## src/rtl/scan_seq_ctrl.sv

```systemverilog
// Scan-test sequencer: loads one parallel pattern per handshake into the scan chain,
// runs the capture window, and unloads/checks the previous capture during the next shift.
module scan_seq_ctrl #(
    parameter int CHAIN_LEN  = 16,
    parameter int CAP_CYCLES = 1,
    parameter int CNT_W      = 6
) (
    input  logic                 CK,
    input  logic                 RN,
    input  logic                 pat_valid,
    output logic                 pat_ready,
    input  logic [CHAIN_LEN-1:0] pat_data,
    input  logic [CHAIN_LEN-1:0] pat_expect,
    input  logic [CHAIN_LEN-1:0] pat_mask,
    input  logic                 pat_last,
    input  logic                 abort,
    output logic                 scan_enable,
    output logic                 scan_data_in,
    input  logic                 scan_data_out,
    output logic                 rsp_valid,
    input  logic                 rsp_ready,
    output logic [CHAIN_LEN-1:0] rsp_data,
    output logic                 rsp_fail,
    output logic                 busy
);

    typedef enum logic [1:0] {IDLE, SHIFT, CAPTURE, UNLOAD} state_t;

    localparam logic [CNT_W-1:0] SHIFT_LOAD = CNT_W'(CHAIN_LEN - 1);
    localparam logic [CNT_W-1:0] CAP_LOAD   = CNT_W'(CAP_CYCLES - 1);
    localparam logic [CNT_W-1:0] CNT_ONE    = CNT_W'(1);

    state_t               state, state_next;
    logic [CNT_W-1:0]     cnt, cnt_next;
    logic                 drain, drain_next;
    logic [CHAIN_LEN-1:0] shift_reg, rsp_reg, rsp_word;
    logic [CHAIN_LEN-1:0] exp_reg, mask_reg, cmp_exp, cmp_mask;
    logic                 last_reg, cap_pending;
    logic                 accept, shift_en, sample, word_done, cap_done;

    assign pat_ready    = (state == IDLE) && !rsp_valid && !abort;
    assign accept       = pat_valid && pat_ready;
    assign scan_data_in = shift_reg[CHAIN_LEN-1];
    // While draining, the full word already sits in rsp_reg and SO is no longer sampled.
    assign rsp_word     = drain ? rsp_reg : {rsp_reg[CHAIN_LEN-2:0], scan_data_out};

    always_ff @(posedge CK or negedge RN) begin
        if (!RN) begin
            state <= IDLE;
            cnt   <= '0;
            drain <= 1'b0;
        end else begin
            state <= state_next;
            cnt   <= cnt_next;
            drain <= drain_next;
        end
    end

    always_comb begin
        state_next = state;
        cnt_next   = cnt;
        drain_next = drain;
        shift_en   = 1'b0;
        sample     = 1'b0;
        word_done  = 1'b0;
        cap_done   = 1'b0;
        if (abort) begin
            state_next = IDLE;
            cnt_next   = '0;
            drain_next = 1'b0;
        end else begin
            case (state)
                IDLE: begin
                    if (accept) begin
                        state_next = SHIFT;
                        cnt_next   = SHIFT_LOAD;
                    end
                end
                SHIFT: begin
                    shift_en = 1'b1;
                    sample   = 1'b1;
                    if (cnt == '0) begin
                        word_done  = 1'b1;
                        state_next = CAPTURE;
                        cnt_next   = CAP_LOAD;
                    end else begin
                        cnt_next = cnt - CNT_ONE;
                    end
                end
                CAPTURE: begin
                    if (cnt == '0) begin
                        cap_done   = 1'b1;
                        state_next = last_reg ? UNLOAD : IDLE;
                        cnt_next   = last_reg ? SHIFT_LOAD : '0;
                    end else begin
                        cnt_next = cnt - CNT_ONE;
                    end
                end
                UNLOAD: begin
                    // If the host still holds the shift-phase response, park here shifting
                    // zeros (chain content is already in rsp_reg) until it is taken.
                    shift_en = 1'b1;
                    sample   = !drain;
                    if (cnt != '0) begin
                        cnt_next = cnt - CNT_ONE;
                    end else if (rsp_valid && !rsp_ready) begin
                        drain_next = 1'b1;
                    end else begin
                        word_done  = 1'b1;
                        drain_next = 1'b0;
                        state_next = IDLE;
                    end
                end
                default: state_next = IDLE;
            endcase
        end
    end

    always_ff @(posedge CK or negedge RN) begin
        if (!RN) begin
            shift_reg   <= '0;
            cap_pending <= 1'b0;
            rsp_valid   <= 1'b0;
            rsp_data    <= '0;
            rsp_fail    <= 1'b0;
            scan_enable <= 1'b0;
            busy        <= 1'b0;
        end else begin
            scan_enable <= (state_next == SHIFT) || (state_next == UNLOAD);
            busy        <= (state_next != IDLE);
            if (abort) begin
                shift_reg   <= '0;
                cap_pending <= 1'b0;
                rsp_valid   <= 1'b0;
                rsp_fail    <= 1'b0;
            end else begin
                if (accept)
                    shift_reg <= pat_data;
                else if (shift_en)
                    shift_reg <= shift_reg << 1;
                if (rsp_valid && rsp_ready)
                    rsp_valid <= 1'b0;
                if (word_done && cap_pending) begin
                    rsp_valid <= 1'b1;
                    rsp_data  <= rsp_word;
                    rsp_fail  <= |((rsp_word ^ cmp_exp) & cmp_mask);
                end
                if (cap_done)
                    cap_pending <= 1'b1;
                else if (word_done && (state == UNLOAD))
                    cap_pending <= 1'b0;
            end
        end
    end

    // cmp_* hold the expect/mask of whichever pattern's capture is currently being unloaded.
    always_ff @(posedge CK) begin
        if (sample)
            rsp_reg <= {rsp_reg[CHAIN_LEN-2:0], scan_data_out};
        if (accept) begin
            exp_reg  <= pat_expect;
            mask_reg <= pat_mask;
            last_reg <= pat_last;
            cmp_exp  <= exp_reg;
            cmp_mask <= mask_reg;
        end else if (cap_done && last_reg) begin
            cmp_exp  <= exp_reg;
            cmp_mask <= mask_reg;
        end
    end

endmodule
```

## config.mk

```make
export PLATFORM = sky130hd
export DESIGN_NAME = scan_seq_ctrl
export DESIGN_NICKNAME = d
export VERILOG_FILES = /design/src/rtl/scan_seq_ctrl.sv
export SDC_FILE = /design/constraint.sdc
export NUM_CORES = 1
export LEC_CHECK = 0
export CAP_MARGIN = 30
export CORE_MARGIN = 1.5
export CORE_UTILIZATION = 58
export DETAILED_ROUTE_END_ITERATION = 16
export MAX_ROUTING_LAYER = met4
export PLACE_DENSITY = 0.85
export RECOVER_POWER = 50
export REMOVE_ABC_BUFFERS = 1
export SYNTH_ARGS = -nofsm -noshare
export SYNTH_HDL_FRONTEND = slang
export SYNTH_SLANG_ARGS = --single-unit
```

## constraint.sdc

```tcl
create_clock -name CK -period 9.35 [get_ports CK]
set_clock_uncertainty 0.1 [all_clocks]
set_input_delay 0.935 -clock CK [delete_from_list [all_inputs] [get_ports CK]]
set_output_delay 0.935 -clock CK [all_outputs]
set_load 0.005 [all_outputs]
```

==> flow_summary.ini, run 1 <==
[clocking]
numCtsBuffers = 17
postCtsSetupBuffers = 0
cts_tree = done
htree_levels = 4
clockBufferDepth = 2
cts-resized-gates = 0
clk_latency_ns = 0.52
cts-root-buf = clkbuf_8
cts_sinks = 126
hold_buffers = 0
path_clk_slew_ns = 0.06

[grt]
grt_pass1_wl_um = 16500
gr-total-overflow = 0
grt_pass1_vias = 3256
grt_start_max_net_pins = 51
antenna_found_initial = 0
grt_use_total = 0.263

[placement]
gp_congestion = 0.825
hpwl_um = 6090
postPlaceCellArea_um2 = 5870
portBuffers = 76

[timing]
drv_slew = 41
tns_ns = 0
grt_setup_unrepaired = no
fin_hold_ws_ns = 0.169
hold_viol_final = 0
timing.slew.headroom = -0.457
period_needed_ns = 3.66
setup_viol = 0
finalCritPeriodShare = 0.392
worst_pin_slew_ns = 2.19
max_freq_mhz = 273

[setup_path]
start_kind = input port
crit_fanout = 13
required_ns = 8.32
r2r_start = cnt[0]
crit_type = in -> out
cp-end-kind = primary output
critical_path.startpoint = abort
rrSetupSlack_ns = 6.17
cp-endpoint = pat_ready
reg2reg_depth = 6
critical_path_arrival_ns = 2.63
timing.rr.end = rsp_fail

[drt]
drt_iter0_drc = 226
drc = 0
wl_per_cell_um = 18.7
routed_via_density = 5.91
antenna_left = 0
routed_wl_um = 10500
num_vias = 3327
dr.pass1.iters = 5

[synthesis]
postSynthAreaPerCell_um2 = 13.9
synthTopCellsByArea = edfxtp_1 (48%), dfrtp_1 (22%), nand2_1 (4.4%), o21ai_0 (3.6%), mux2i_1 (3.4%)
ys_types = 46
synthesis.area_um2 = 5020
ys_seq_area_frac = 0.709
async_flop_share = 0.357
synth_flop_cell = edfxtp_1
ys_top_cells_by_count = edfxtp_1 (81), nand2_1 (59), dfrtp_1 (45)
synth_most_common_cell = edfxtp_1
syn-instance-count = 361
synth_edf_count = 81
synth_seq_cells = 126
yosysTopAreaCellShare = 0.485
ys_warn_count = 0
yosysTopAreaCell = edfxtp_1

[outcome]
status = finished, violations left
violations = capacitance limit, slew limit

[floorplan]
io_pins = 77
core_area_um2 = 8300
row_count = 33
die_area_um2 = 9220
die_x_um = 96.0
die_h_um = 96.0
initial_core_util = 0.605

[power]
total_power_uw = 1730
vdd.ir_drop.worst_v = 0.000163
power_per_cell_area_nw_per_um2 = 268
p_leak_uw = 0.00238

[finish]
postLayoutCoreUtil = 0.778
fillers = 476
finish.instance_area_um2 = 6450
drive_gt1_frac = 0.0895
antennaDiodeCount = 0
area_growth_pct = 28.6
nets = 501

[hold_path]
holdCritPathClass = in -> async

[job]
cap_violations = 1
## final cells by class
cell class	count	area, um2	share of cell area
timing repair buffer	80	781	0.121
clock inverter	15	196	0.0304
sequential	126	3560	0.551
inverter	9	38.8	0.00601
multi-input combinational	211	1330	0.207
tap	105	131	0.0204
clock buffer	17	414	0.0642
## report_power, final
part	switching, uW	total (uW)	leakage [uW]	internal [uW]
sequential	45.5	737	0.00136	692
clock	245	676	0.000283	431
combinational	191	316	0.000736	125
total	481	1730	0.00238	1250
## placed cells by master (no fill, tap or decap), types with 2 or more instances in the layout
master | netlist | routed
edfxtp_1 | 81 | 81
nand2_1 | 59 | 59
dfrtp_1 | 45 | 45
dlygate4sd3_1 | 0 | 42
o21ai_0 | 36 | 36
clkdlybuf4s50_1 | 0 | 33
xnor2_1 | 17 | 17
mux2i_1 | 17 | 17
clkbuf_16 | 0 | 16
a22o_1 | 15 | 15
nor2_1 | 10 | 10
a22oi_1 | 8 | 8
inv_1 | 7 | 7
a21oi_1 | 7 | 7
clkinv_4 | 1 | 5
nand3_1 | 5 | 5
nand2b_1 | 4 | 4
clkinv_1 | 1 | 4
nand4_1 | 4 | 4
clkinvlp_4 | 0 | 4
bufinv_16 | 0 | 4
buf_4 | 0 | 3
nor2b_1 | 2 | 2
nand3b_1 | 2 | 2
o221ai_1 | 2 | 2
clkbuf_1 | 5 | 2
## cells by family (layout without fill, tap and decap cells)
logic type | after synthesis | count (layout) | share of synthesized area
and+or+nand+nor | 94 | 94 | 0.0917
xor gates and xnor gates | 17 | 17 | 0.0297
buffers and inverters | 24 | 121 | 0.0254
AOI/OAI and AO/OA | 82 | 82 | 0.108
adders and majority gates | 1 | 1 | 0.00249
DFF | 126 | 126 | 0.709
muxes | 17 | 17 | 0.0339
## per-stage QoR
| stage | instances | worst slack, ns |
|---|---|---|
| 6_report | 563 | 5.69 |
| 5_1_grt | 563 | 5.63 |
| 3_5_place_dp | 531 | 5.71 |
| 4_1_cts | 563 | 5.69 |
| 2_1_floorplan | 346 | 5.23 |
| 3_3_place_gp | 530 | 5.77 |
## worst min path at each step
stage                     slack (ns)            to  cells past startpoint        from
after floorplan                 0.30    cmp_exp[0]                      0  exp_reg[0]
after global placement          0.30    cmp_exp[3]                      0  exp_reg[3]
after detailed placement        0.30    cmp_exp[1]                      0  exp_reg[1]
final                           0.17  shift_reg[7]                      1          RN
after CTS                       0.12  shift_reg[4]                      1          RN
after global routing            0.17  shift_reg[7]                      1          RN
## critical path, stage by stage
cell and delay [ns]:
clkdlybuf4s50_1 0.72, nor4_4 0.40, clkdlybuf4s50_1 0.58
## per-layer routing
| metal | wire length (um) | vias to the layer above | track usage |
|---|---|---|---|
| li1 | - | 1501 | - |
| met1 | 4120 | 1623 | 0.321 |
| met2 | 5420 | 171 | 0.403 |
| met3 | 630 | 32 | 0.0624 |
| met4 | 347 | 0 | 0.150 |
| met5 | 0 | - | - |
Power figures use the tool's default switching activity.
==> run 2, diff against run 1 <==
--- a/config.mk
+++ b/config.mk
@@ -7,10 +7,10 @@
 export LEC_CHECK = 0
 export CAP_MARGIN = 30
 export CORE_MARGIN = 1.5
-export CORE_UTILIZATION = 58
+export CORE_UTILIZATION = 48
 export DETAILED_ROUTE_END_ITERATION = 16
 export MAX_ROUTING_LAYER = met4
-export PLACE_DENSITY = 0.85
+export PLACE_DENSITY = 0.75
 export RECOVER_POWER = 50
 export REMOVE_ABC_BUFFERS = 1
 export SYNTH_ARGS = -nofsm -noshare
==> constraint.sdc (replaced) <==
create_clock -name CK -period 3 [get_ports CK]
set_clock_uncertainty 0.1 [all_clocks]
set_input_delay 0.3 -clock CK [delete_from_list [all_inputs] [get_ports CK]]
set_output_delay 0.3 -clock CK [all_outputs]
set_load 0.005 [all_outputs]
==> flow_summary.ini, run 2 (same netlist as run 1, synthesis figures left out) <==
[timing]
finalCritPeriodShare = 0.836
hold_viol_final = 0
fin_hold_ws_ns = 0.0697
max_freq_mhz = 399
setup_viol = 0
period_needed_ns = 2.51
timing.slew.headroom = -0.244
tns_ns = 0
grt_setup_unrepaired = no
worst_pin_slew_ns = 1.87
setup_ws_ns = 0.493
drv_slew = 42

[drt]
wl_per_cell_um = 16.2
num_vias = 3134
antenna_left = 0
routed_wl_um = 9710
routed_via_density = 5.22
dr.pass1.iters = 4
drc = 0
drt_iter0_drc = 228

[clocking]
clockBufferDepth = 2
htree_levels = 4
postCtsSetupBuffers = 0
cts_sinks = 126
path_clk_slew_ns = 0.06
numCtsBuffers = 17
cts_tree = done
clk_latency_ns = 0.51
cts-root-buf = clkbuf_8

[placement]
place_ws_ns = 0.560
portBuffers = 76
hpwl_um = 6330
gp_congestion = 0.859

[floorplan]
row_count = 37
die_x_um = 105
core_area_um2 = 10200
io_pins = 77
die_h_um = 105
die_area_um2 = 11100
initial_core_util = 0.491

[outcome]
status = finished, violations left
violations = capacitance limit, slew limit

[finish]
postLayoutCoreUtil = 0.640
drive_gt1_frac = 0.108
multi_input_area_um2 = 1350
nets = 507
layout_commonest_cell = edfxtp_1
fillers = 737
regArea_um2 = 3560
area_growth_pct = 30.5
antennaDiodeCount = 0
final_cell_mix = edfxtp_1 (81), nand2_1 (59), dlygate4sd3_1 (46), dfrtp_1 (45), o21ai_0 (36)

[setup_path]
cp-end-kind = register
start_kind = register
critical_path_arrival_ns = 2.79
crit_type = reg -> reg
crit_fanout = 35
required_ns = 3.28

[grt]
grt_pass1_vias = 3188
gr-total-overflow = 0
grt_start_max_net_pins = 42
grt_use_total = 0.194
grt_pass1_wl_um = 15800
antenna_found_initial = 0

[hold_path]
holdCritPathClass = in -> async

[power]
power_per_cell_area_nw_per_um2 = 814
total_power_uw = 5330
vdd.ir_drop.worst_v = 0.000369
p_leak_uw = 0.00244

[job]
cap_violations = 1
[run 2: cell types whose count changed in the layout (fill, tap and decap cells not counted)]
cell | before | now
inv_6 | 0 | 5
bufinv_16 | 4 | 3
clkinv_2 | 0 | 1
nor3b_4 | 0 | 1
clkdlybuf4s50_1 | 33 | 30
and2_2 | 0 | 1
nor3b_1 | 1 | 0
buf_4 | 3 | 8
clkinv_1 | 4 | 1
and2_0 | 1 | 0
dlymetal6s4s_1 | 0 | 1
dlygate4sd3_1 | 42 | 46
clkinvlp_4 | 4 | 1
[run 2: worst paths after layout]
check / start / endpoint / slack [ns] / cells after the start
worst max-delay path: cnt[0] / rsp_data[10] / 0.49 / 6
worst min-delay path: RN / shift_reg[4] / 0.07 / 2
worst max register to register: cnt[0] / rsp_data[10] / 0.49 / 6
worst min register to register: mask_reg[7] / cmp_mask[7] / 0.32 / 0
max in group asynchronous: RN / rsp_data[15] / 0.59 / 3
min in group CK: pat_data[0] / shift_reg[0] / 0.26 / 3
[run 2: worst max-delay path, stage by stage, from the launching register on]
cell,delay (ns)
dfrtp_1,0.38
inv_1,0.10
ha_1,0.21
nor3b_4,0.44
and2_2,0.30
nand4_4,0.38
o21ai_0,0.47
[run 2: layer usage]
metal / global-route usage / wire [um] / vias to the layer above / share of wire
met2: 0.305 / 4950 / 110 / 0.51
met5: - / 0 / - / 0
met4: 0.0783 / 78 / 0 / 0.0080
met3: 0.0538 / 471 / 10 / 0.048
li1: - / - / 1503 / -
met1: 0.241 / 4210 / 1511 / 0.43
[run 2: timing repair]
item                                   in CTS  in global routing
gates resized for setup                     0                  0
hold buffers                                1                  0
endpoints found under the hold margin      45                  0
[run 2: area by class of cell]
type	instances	area share
clock buffer	18	0.0638
clock inverter	14	0.0277
inverter	9	0.00592
multi-input combinational	211	0.206
sequential	126	0.543
tap	136	0.0260
timing repair buffer	86	0.128
[run 2: through the flow]
stage,instances,area [um2]
after floorplan,346,4930
after global placement,566,5930
after detailed placement,567,5950
after CTS,600,6560
after global routing,600,6550
final,600,6550
[run 2: power by group]
part	internal (uW)	leakage (uW)	switching (uW)
clock	1280	0.000291	757
sequential	2150	0.00136	144
combinational	416	0.000793	581
total	3850	0.00244	1480
==> run 3, diff against run 2 <==
--- a/config.mk
+++ b/config.mk
@@ -7,10 +7,10 @@
 export LEC_CHECK = 0
 export CAP_MARGIN = 30
 export CORE_MARGIN = 1.5
-export CORE_UTILIZATION = 48
+export CORE_UTILIZATION = 53
 export DETAILED_ROUTE_END_ITERATION = 16
 export MAX_ROUTING_LAYER = met4
-export PLACE_DENSITY = 0.75
+export PLACE_DENSITY = 0.79
 export RECOVER_POWER = 50
 export REMOVE_ABC_BUFFERS = 1
 export SYNTH_ARGS = -nofsm -noshare
==> constraint.sdc (replaced) <==
create_clock -name CK -period 2.4 [get_ports CK]
set_clock_uncertainty 0.1 [all_clocks]
set_input_delay 0.24 -clock CK [delete_from_list [all_inputs] [get_ports CK]]
set_output_delay 0.24 -clock CK [all_outputs]
set_load 0.005 [all_outputs]
==> flow_summary.ini, run 3 (same netlist as run 1, synthesis figures left out) <==
[finish]
area_growth_pct = 30.8
nets = 514
final_cell_mix = edfxtp_1 (81), nand2_1 (59), dlygate4sd3_1 (45), dfrtp_1 (44), o21ai_0 (36)
drive_gt1_frac = 0.123
layout_commonest_cell = edfxtp_1
instances_no_fill = 582
postLayoutCoreUtil = 0.714
antennaDiodeCount = 0

[clocking]
path_clk_slew_ns = 0.06
cts_sinks = 126
cts-root-buf = clkbuf_8
htree_levels = 4
cts_tree = done
clockBufferDepth = 2
clk_latency_ns = 0.51
numCtsBuffers = 17

[floorplan]
die_area_um2 = 10100
die_x_um = 100
initial_core_util = 0.546
io_pins = 77
core_area_um2 = 9200
row_count = 35
die_h_um = 100

[drt]
routed_via_density = 5.43
routed_wl_um = 9730
num_vias = 3160
antenna_left = 0
drt_iter0_drc = 175
dr.pass1.iters = 4
drc = 0
wl_per_cell_um = 16.7

[hold_path]
holdCritPathClass = in -> reg
hold_path_end = shift_reg[0]
hold_depth = 3
hp-start = pat_data[0]

[placement]
dp_cells = 548
gp_congestion = 0.914
portBuffers = 76
hpwl_um = 6220
place_ws_ns = 0.278

[timing]
setup_viol = 0
drv_slew = 0
hold_viol_final = 0
fin_hold_ws_ns = 0.191
timing.slew.headroom = 0.390
setup_ws_ns = 0.122
max_freq_mhz = 439
finalCritPeriodShare = 0.949
worst_pin_slew_ns = 0.915
grt_setup_unrepaired = no
period_needed_ns = 2.28

[grt]
grt_start_max_net_pins = 37
antenna_found_initial = 0
gr-total-overflow = 0
grt_pass1_wl_um = 15600
grt_use_total = 0.218
grt_pass1_vias = 3184

[outcome]
status = finished, final reports clean

[power]
p_leak_uw = 0.00246
total_power_uw = 6620
power_per_cell_area_nw_per_um2 = 1010
vdd.ir_drop.worst_v = 0.000606

[setup_path]
timing.rr.end = cmp_exp[14]
required_ns = 2.06
start_kind = register
rrSetupSlack_ns = 0.26
slowest_stage = clkdlybuf4s50_1
reg2reg_depth = 6
r2r_start = cnt[0]
crit_fanout = 36
critical_path_arrival_ns = 1.94
cp-end-kind = primary output
crit_type = reg -> out
crit_chain = buf_4, clkdlybuf4s50_1
cpPeakStageDelay_ns = 0.56

[job]
cap_violations = 0
## run 3: stage by stage
step / instance area [um2] / setup TNS (ns)
3_5_place_dp: 5980 / 0
6_report: 6570 / 0
5_1_grt: 6570 / 0
4_1_cts: 6570 / 0
3_3_place_gp: 5980 / 0
2_1_floorplan: 4930 / -65.90
## run 3: cell type report
class / count / area (um2)
Clock inverter: 12 / 139
Multi-Input combinational cell: 211 / 1350
Inverter: 9 / 38.8
Tap cell: 111 / 139
Timing Repair Buffer: 93 / 907
Fill cell: 622 / 2630
Sequential cell: 126 / 3560
Clock buffer: 20 / 435
## run 3: where the power goes
part / leakage (uW) / total, uW / switching (uW) / internal (uW)
Sequential: 0.00136 / 2890 / 197 / 2690
Clock: 0.000280 / 2440 / 926 / 1510
Combinational: 0.000820 / 1290 / 720 / 571
Total: 0.00246 / 6620 / 1840 / 4780
## run 3: how the worst max path moves through the flow
stage                   from           to
detailed placement     abort   rsp_reg[0]
finish              state[0]  scan_enable
global route        state[0]  scan_enable
global placement       abort    pat_ready
CTS                 state[0]  scan_enable
floorplan             cnt[0]   cmp_exp[0]
## run 3: critical path, delay by kind of cell, from the launching register on
kind,cells,cell delay [ns]
buf+inv,2,0.91
flops,1,0.51
## run 3: layer usage
metal  GRT usage  routed length [um]
met1       0.265                4050
met2       0.354                5090
met3      0.0474                 442
met4      0.0943                 148
met5           -                   0
## run 3: what timing repair did
action                                 CTS  global route
gates resized for setup                  1             0
endpoints found under the hold margin   16             0
setup endpoints to repair                2             0
hold buffers                             1             0
buffers inserted                         1             0
